$ cat config.mk
export PLATFORM = sky130hd
export DESIGN_NAME = intr_gen
export DESIGN_NICKNAME = d
export VERILOG_FILES = /design/src/rtl/intr_gen.sv
export SDC_FILE = /design/constraint.sdc
export NUM_CORES = 1
export LEC_CHECK = 0
export ABC_AREA = 1
export CORE_MARGIN = 1.5
export CORE_UTILIZATION = 51
export CTS_CLUSTER_SIZE = 30
export DETAILED_ROUTE_END_ITERATION = 8
export PLACE_DENSITY_LB_ADDON = 0.12
export SLEW_MARGIN = 10
export SYNTH_ARGS = -nofsm -noshare
export SYNTH_HDL_FRONTEND = slang
export SYNTH_SLANG_ARGS = --single-unit
$ cat constraint.sdc
create_clock -name i_clk -period 2.6 [get_ports i_clk]
set_input_delay 0.52 -clock i_clk [delete_from_list [all_inputs] [get_ports i_clk]]
set_output_delay 0.52 -clock i_clk [all_outputs]
set_load 0.01 [all_outputs]
$ cat src/rtl/intr_gen.sv
// -----------------------------------------------------------------------------
// intr_gen
//
// Interrupt generation stage behind the test register bank. Per-source events
// are captured into a raw status vector, which is then qualified by the mask
// and the non-maskable override. The result drives one interrupt line to the
// host. That line is either level-triggered or a fixed-width pulse.
//
// Configuration macro:
//   INTR_GEN_EVT_EDGE_EN  defined   -> raw bits are set on the rising edge of
//                                      i_intr_evt (a held event sets once)
//                         undefined -> raw bits are set while i_intr_evt is
//                                      high (a held event overrides W1C)
//
// Ports:
//   i_clk            clock, all logic on the rising edge
//   i_rst            synchronous active-high reset
//   i_intr_evt       per-source event request from functional logic
//   i_intr_msk       per-source mask (1 = masked)
//   i_intr_type      0 = level-triggered, 1 = pulse-triggered
//   i_intr_width     pulse width in cycles (0 behaves as 1)
//   i_w1c_vld        write strobe to RAW_INTR_STAT
//   i_w1c_data       write data, 1 clears the raw bit
//   i_init_clr       one-cycle initialisation clear (bits selected by INIT_CLR)
//   o_raw_intr_stat  registered raw status
//   o_intr_stat      masked status: raw & (~msk | NON_MASKABLE), combinational
//   o_intr           registered interrupt line to the host
// -----------------------------------------------------------------------------
module intr_gen #(
  parameter int                  INTR_NUM            = 2,
  parameter int                  INTR_PULSE_WIDTH_BW = 8,
  parameter logic [INTR_NUM-1:0] NON_MASKABLE        = 'b01,
  parameter logic [INTR_NUM-1:0] INIT_CLR            = 'b01
) (
  input  logic                           i_clk,
  input  logic                           i_rst,
  input  logic [INTR_NUM-1:0]            i_intr_evt,
  input  logic [INTR_NUM-1:0]            i_intr_msk,
  input  logic                           i_intr_type,
  input  logic [INTR_PULSE_WIDTH_BW-1:0] i_intr_width,
  input  logic                           i_w1c_vld,
  input  logic [INTR_NUM-1:0]            i_w1c_data,
  input  logic                           i_init_clr,
  output logic [INTR_NUM-1:0]            o_raw_intr_stat,
  output logic [INTR_NUM-1:0]            o_intr_stat,
  output logic                           o_intr
);

  typedef enum logic [1:0] {
    ST_IDLE  = 2'd0,
    ST_PULSE = 2'd1,
    ST_GAP   = 2'd2
  } state_e;

  logic [INTR_NUM-1:0]            raw_q, raw_d;
  logic [INTR_NUM-1:0]            stat_q, stat_d;
  logic [INTR_NUM-1:0]            evt_qual;
  logic [INTR_NUM-1:0]            new_bits;
  logic [INTR_PULSE_WIDTH_BW-1:0] cnt_q, cnt_d;
  logic [INTR_PULSE_WIDTH_BW-1:0] cnt_load;
  logic                           pend_q, pend_d;
  logic                           intr_q, intr_d;
  state_e                         state_q, state_d;

  // ---------------------------------------------------------------------------
  // Event qualifier
  // ---------------------------------------------------------------------------
`ifdef INTR_GEN_EVT_EDGE_EN
  logic [INTR_NUM-1:0] evt_q;

  always_ff @(posedge i_clk) begin
    if (i_rst) evt_q <= '0;
    else       evt_q <= i_intr_evt;
  end

  assign evt_qual = i_intr_evt & ~evt_q;
`else
  assign evt_qual = i_intr_evt;
`endif

  // ---------------------------------------------------------------------------
  // Raw status: a set has priority over W1C, and W1C has priority over init
  // clear. Each bit resolves independently.
  // ---------------------------------------------------------------------------
  always_comb begin
    // NOTE: every always_comb output gets a default first, so no path can
    // leave it unassigned and infer a latch.
    raw_d = raw_q;
    for (int b = 0; b < INTR_NUM; b++) begin
      if (evt_qual[b])                    raw_d[b] = 1'b1;
      else if (i_w1c_vld && i_w1c_data[b]) raw_d[b] = 1'b0;
      else if (i_init_clr && INIT_CLR[b])  raw_d[b] = 1'b0;
    end
  end

  assign o_intr_stat = raw_q & (~i_intr_msk | NON_MASKABLE);
  assign stat_d      = o_intr_stat;

  // A bit is "new" in the first cycle it appears in the masked status. This
  // covers a fresh event and also unmasking an already-set raw bit.
  assign new_bits = o_intr_stat & ~stat_q;

  // A width of 0 behaves as 1. The counter holds the number of high cycles
  // remaining after the current one.
  assign cnt_load = (i_intr_width == '0) ? '0
                                         : i_intr_width - INTR_PULSE_WIDTH_BW'(1);

  // ---------------------------------------------------------------------------
  // Output FSM: next state and outputs
  // ---------------------------------------------------------------------------
  always_comb begin
    state_d = state_q;
    cnt_d   = cnt_q;
    pend_d  = pend_q;
    intr_d  = 1'b0;

    if (!i_intr_type) begin
      // Level mode. This also aborts any pulse in flight when the mode
      // switches, so the line takes the level value on the next cycle.
      state_d = ST_IDLE;
      pend_d  = 1'b0;
      intr_d  = |o_intr_stat;
    end else begin
      unique case (state_q)
        ST_IDLE: begin
          if (|new_bits) begin
            cnt_d   = cnt_load;
            intr_d  = 1'b1;
            state_d = ST_PULSE;
          end
        end
        ST_PULSE: begin
          // A source that arrives mid-pulse is remembered and served after
          // the mandatory one-cycle gap.
          if (|new_bits) pend_d = 1'b1;
          if (cnt_q == '0) begin
            state_d = ST_GAP;
          end else begin
            cnt_d  = cnt_q - INTR_PULSE_WIDTH_BW'(1);
            intr_d = 1'b1;
          end
        end
        ST_GAP: begin
          if (pend_q || (|new_bits)) begin
            pend_d  = 1'b0;
            cnt_d   = cnt_load;
            intr_d  = 1'b1;
            state_d = ST_PULSE;
          end else begin
            state_d = ST_IDLE;
          end
        end
        default: begin
          state_d = ST_IDLE;
          pend_d  = 1'b0;
        end
      endcase
    end
  end

  // ---------------------------------------------------------------------------
  // State registers
  // ---------------------------------------------------------------------------
  always_ff @(posedge i_clk) begin
    // NOTE: sequential state uses non-blocking assignments. Every flop then
    // samples its pre-edge value, whatever the statement order.
    if (i_rst) begin
      raw_q   <= '0;
      stat_q  <= '0;
      cnt_q   <= '0;
      pend_q  <= 1'b0;
      intr_q  <= 1'b0;
      state_q <= ST_IDLE;
    end else begin
      raw_q   <= raw_d;
      stat_q  <= stat_d;
      cnt_q   <= cnt_d;
      pend_q  <= pend_d;
      intr_q  <= intr_d;
      state_q <= state_d;
    end
  end

  assign o_raw_intr_stat = raw_q;
  assign o_intr          = intr_q;

endmodule
**Word-level counts from Yosys, hierarchy flattened**

Index checks and enable logic that the tools add are counted.

- Bitwise gates (word level): 6
- Reduce and logical (&&, ||, !) cells: 15
- $add $sub $neg: 2
- Muxes and demuxes: 22
- Equal/unequal tests: 7

Operators with widths:

| cell | count |
|---|---|
| $mux W8 | 4 |
| $pmux W8 S3 | 1 |
| $logic_not A8 Y1 | 2 |
| $sub A8 B1 Y8 const B | 2 |
| $mux W1 | 12 |
| $ne A2 B2 Y1 const B | 5 |
| $pmux W1 S3 | 2 |
| $pmux W2 S3 | 1 |
| $reduce_bool A3 Y1 | 2 |
| $reduce_or A2 Y1 | 3 |
| $reduce_and A5 Y1 | 1 |
| $and A2 B2 Y2 | 2 |
| $mux W2 | 2 |
| $not A2 Y2 | 2 |
| $reduce_and A3 Y1 | 1 |
| $eq A2 B1 Y1 const B | 1 |
| $eq A2 B2 Y1 const B | 1 |
| $logic_and A1 B1 Y1 | 2 |
| $logic_not A2 Y1 | 1 |
| $not A1 Y1 | 2 |
| $reduce_and A2 Y1 | 1 |
| $reduce_bool A2 Y1 | 1 |
| $logic_or A1 B1 Y1 | 1 |

- Word-level logic and storage cells: 59
- Register bits: 16
- Output and inout bits: 5
- Bits of input ports: 19

**Depth between registers and ports, before layout**

- Depth after elaboration: 8
- Gate-level depth with buffers: 10
- Mapped depth without buffers: 9

**Worst setup path before layout**

OpenSTA, ideal clock, no wires.

- Path type: input-to-reg
- Start point: in i_intr_msk[1]
- End point: reg cnt_q[0]
- Required time: 2.487 ns
- Setup time: 0.113 ns
- Arrival: 1.281 ns
- Path buffers: 1
- Stages on the path: 9
- Setup slack: 1.206 ns
- Cell sequence: inv_1 nand3_1 nand3_1 nand2_1 inv_1 nand3_4 buf_8 nor2_1 nor2_1

- Longest elaborated chain between the ends: 7
- Elaborated cells between the ends (all ways): 8
- Classes of those cells: eq/ne: 2; bitwise: 3; reduce/logical: 3

RTL lines:

| item | RTL line | RTL |
|---|---|---|
| start, declared | 38 | `input logic [INTR_NUM-1:0] i_intr_msk,` |
| $not A2 Y2 (*) | 96 | `assign o_intr_stat = raw_q & (~i_intr_msk \| NON_MASKABLE);` |
| $and A2 B2 Y2 (*) | 96 |  |
| $and A2 B2 Y2 (*) | 101 | `assign new_bits = o_intr_stat & ~stat_q;` |
| $reduce_or A2 Y1 (*) | 126, 144 |  |
| $logic_or A1 B1 Y1 | 144 | `if (pend_q \|\| (\|new_bits)) begin` |
| $ne A2 B2 Y1 (no line) | n/a |  |
| $reduce_and A5 Y1 (no line) (*) | n/a |  |
| end signal, assigned | 177 | `cnt_q <= cnt_d;` |
| end, declared | 59 | `logic [INTR_PULSE_WIDTH_BW-1:0] cnt_q, cnt_d;` |

Mark *: on every way between the ends. The rest lies on a longest branch, timed or not.
A chain may end at the register's enable or synchronous reset.

**Worst setup path after layout**

- Start point: in i_intr_msk[1]
- End point: out o_intr_stat[1]

- Longest elaborated chain between the ends: 2

RTL lines:

| item | RTL line | RTL |
|---|---|---|
| $not A2 Y2 | 96 |  |
| $and A2 B2 Y2 | 96 |  |
| end, declared | 45 | `output logic [INTR_NUM-1:0] o_intr_stat,` |

No other way between the ends.

==> flow_summary_export.csv <==
group,metric,value,unit
worst_setup_path,start_kind,"input pin",
synth,syn_inst,184,
power,ir_drop,0.230,mV
worst_setup_path,critical_path_class,"input pin to output port",
finish,multi_input_area,657,sq um
run,cap_violations,0,
hold_path,hold_class,"register to register",
floorplanning,initial_core_util,0.554,
routing,via_count,1173,
place,port_buffers,22,
worst_setup_path,critPathMaxFanout,2,
finish,syn2layout_area_growth,23.6,%
power,p_sw_frac,0.324,
synth,yosysSeqAreaShare,0.286,
sta,rsz0062_at_grt,"no",
power,p_leak,0.689,nW
clock_network,cts_tree,"yes",
sta,post-route-period-util,0.830,
grt,grt_use_met3,0.0394,
synth,syn-num-nets,207,
grt,met2_usage,0.389,
place,hpwlAfterDp,1.93,mm
clock_network,cts_setup_buffers,0,
floorplanning,die_x,49.9,um
sta,fin_skew,0.00698,ns
finish,seq_area,320,sq um
grt,use_met1,0.257,
routing,detail_route.first_pass.iterations,4,
synth,ys_warn_count,0,
sta,tns,0,ns
grt,gr-usage-all-layers,0.215,
sta,finalHoldViolCount,0,
clock_network,path_clk_slew,0.09,ns
power,combPwrFrac,0.310,
clock_network,insertion_delay,0.28,ns
grt,overflow,0,
worst_setup_path,crit_chain,"clkdlybuf4s50_1, inv_1, nand2_1, inv_1, clkdlybuf4s50_1",
clock_network,h-tree-depth,1,
sta,max_freq,0.463,GHz
finish,diodes,0,
place,gp_congestion,0.803,
sta,hold_slack,0.501,ns
place,dp_cells,230,
finish,final_common_cell,"nand2_1",
synth,netlist_area,0.00112,sq mm
finish,layout_common_cells,"nand2_1 (42), nor2_1 (39), inv_1 (31), clkdlybuf4s50_1 (22)",
finish,layout.cells.non_filler,234,
worst_setup_path,worstPathRequired,2.08,ns
grt,first_global_vias,1101,
floorplanning,io_pins,24,
clock_network,clock-sinks,16,
power,pwr-share-seq,0.432,
floorplanning,die_height,49.9,um
clock_network,postCtsHoldBufs,0,
status,status,"finished, final reports clean",
grt,grt_antenna_before_repair,0,
routing,drtIter0Drc,17,
power,p_clk_frac,0.258,
floorplanning,dieArea,0.00249,sq mm
finish,finalNetCount,231,
sta,setup_viol,0,
sta,tightestPinTransition,0.293,ns
grt,grt_max_degree,18,
power,intPower,0.435,mW
grt,busiest_layer,"met2",
power,p_per_area,465,mW/mm^2
synth,synth_seq_cells,16,
worst_setup_path,endpoint_kind,"output port",
routing,wire_per_inst,10.2,um
sta,max-slew-margin-rel,0.804,
routing,drcViolationCount,0,
worst_setup_path,crit_buf_inv,4,
worst_setup_path,crit_slowest_cell,"clkdlybuf4s50_1",
clock_network,ctsRootBufferMaster,"clkbuf_4",
routing,avgViaCountPerCell,5.01,
sta,slew_viol_final,0,
clock_network,clockBufferDepth,2,
routing,ant_nets,0,
worst_setup_path,crit_family,"buffers and inverters",
worst_setup_path,critical-path-max-stage-delay,0.53,ns
routing,finalWirelength,2.38,mm
clock_network,cts_buffers,3,
finish,layout-drive-gt1-share,0.0483,
clock_network,cts-resized-gates,0,
finish,fill_cells,203,
sta,period_needed,2.16,ns
floorplanning,rows,16,
synth,synth.distinct_cells,24,
worst_setup_path,critPathArrivalTime,1.64,ns
grt,grt_first_pass_wirelength,4.21,mm
power,switchingPower,0.209,mW
synth,postSynthAreaPerCell,6.09,sq um
floorplanning,core,0.00202,sq mm
finish,final_util,0.684,
worst paths after layout:
check / start / endpoint / slack (ns) / depth (start not counted)
max: i_intr_msk[1] / o_intr_stat[1] / 0.44 / 5
min: o_raw_intr_stat[1]$_SDFFE_PP0P_ / stat_q[1]$_SDFF_PP0_ / 0.50 / 2
max reg2reg: cnt_q[0]$_SDFFE_PP0P_ / cnt_q[6]$_SDFFE_PP0P_ / 1.05 / 8
min reg2reg: o_raw_intr_stat[1]$_SDFFE_PP0P_ / stat_q[1]$_SDFF_PP0_ / 0.50 / 2
cells in the mapped netlist:
library cell | count | share of area
nor3_1 | 1 | 0.0045
nor2_1 | 39 | 0.13
nand3_4 | 1 | 0.016
xnor2_1 | 2 | 0.016
o21bai_1 | 1 | 0.0067
inv_1 | 31 | 0.10
nand3_1 | 16 | 0.072
nand3_2 | 1 | 0.0089
o21ai_0 | 10 | 0.045
buf_8 | 1 | 0.013
a21o_1 | 1 | 0.0067
dfxtp_1 | 16 | 0.29
nor2_2 | 2 | 0.011
nand4_1 | 3 | 0.017
nand2_1 | 42 | 0.14
nor2_4 | 1 | 0.010
o211ai_1 | 1 | 0.0067
buf_4 | 1 | 0.0067
nand4_2 | 1 | 0.011
ha_1 | 4 | 0.045
nor3b_1 | 1 | 0.0067
clkbuf_1 | 1 | 0.0033
o21a_1 | 1 | 0.0067
a21oi_1 | 6 | 0.027
state kept, by name, indices dropped and copies added (netlist names):
signal           cells
cnt_q                8
o_raw_intr_stat      2
stat_q               2
state_q              2
o_intr               1
pend_q               1
layer usage:
layer	up-vias	share of wire
met1	518	0.47
met5	-	0
met2	30	0.46
li1	623	-
met3	2	0.061
met4	0	0.0046
power by group through the flow:
stage	logic [mW]	clock network, mW	registers, mW
global placement	0.192	0	0.282
global route	0.229	0.180	0.280
floorplan	0.137	0	0.281
detailed placement	0.199	0	0.283
CTS	0.200	0.172	0.277
finish	0.199	0.166	0.278
layout make-up:
cell class	count	area share
timing repair buffer	22	0.159
inverter	31	0.0841
clock buffer	4	0.0262
sequential	16	0.231
tap	27	0.0244
multi-input combinational	134	0.475
worst min-delay path, stage by stage (launching register included):
cell	delay, ns
dfxtp_1	0.34
nand2_1	0.09
nor2_1	0.04
metrics by stage:
step | total power [mW] | setup slack (ns) | area, sq um
6_report | 0.643 | 0.442 | 1380
5_1_grt | 0.688 | 0.360 | 1380
4_1_cts | 0.649 | 0.439 | 1380
3_5_place_dp | 0.482 | 0.442 | 1350
3_3_place_gp | 0.474 | 0.443 | 1350
2_1_floorplan | 0.418 | 1.21 | 1120
cells by family (layout without fill, tap and decap cells):
family / after synthesis / after routing / synth area share
AND/OR/NAND/NOR: 108 / 108 / 0.428
adder cells (fa/ha/maj): 4 / 4 / 0.0447
buffers and inverters: 34 / 57 / 0.127
AO/OA/AOI/OAI: 20 / 20 / 0.0983
XOR/XNOR: 2 / 2 / 0.0156
flip-flops: 16 / 16 / 0.286
(Power assumes the default switching activity.)
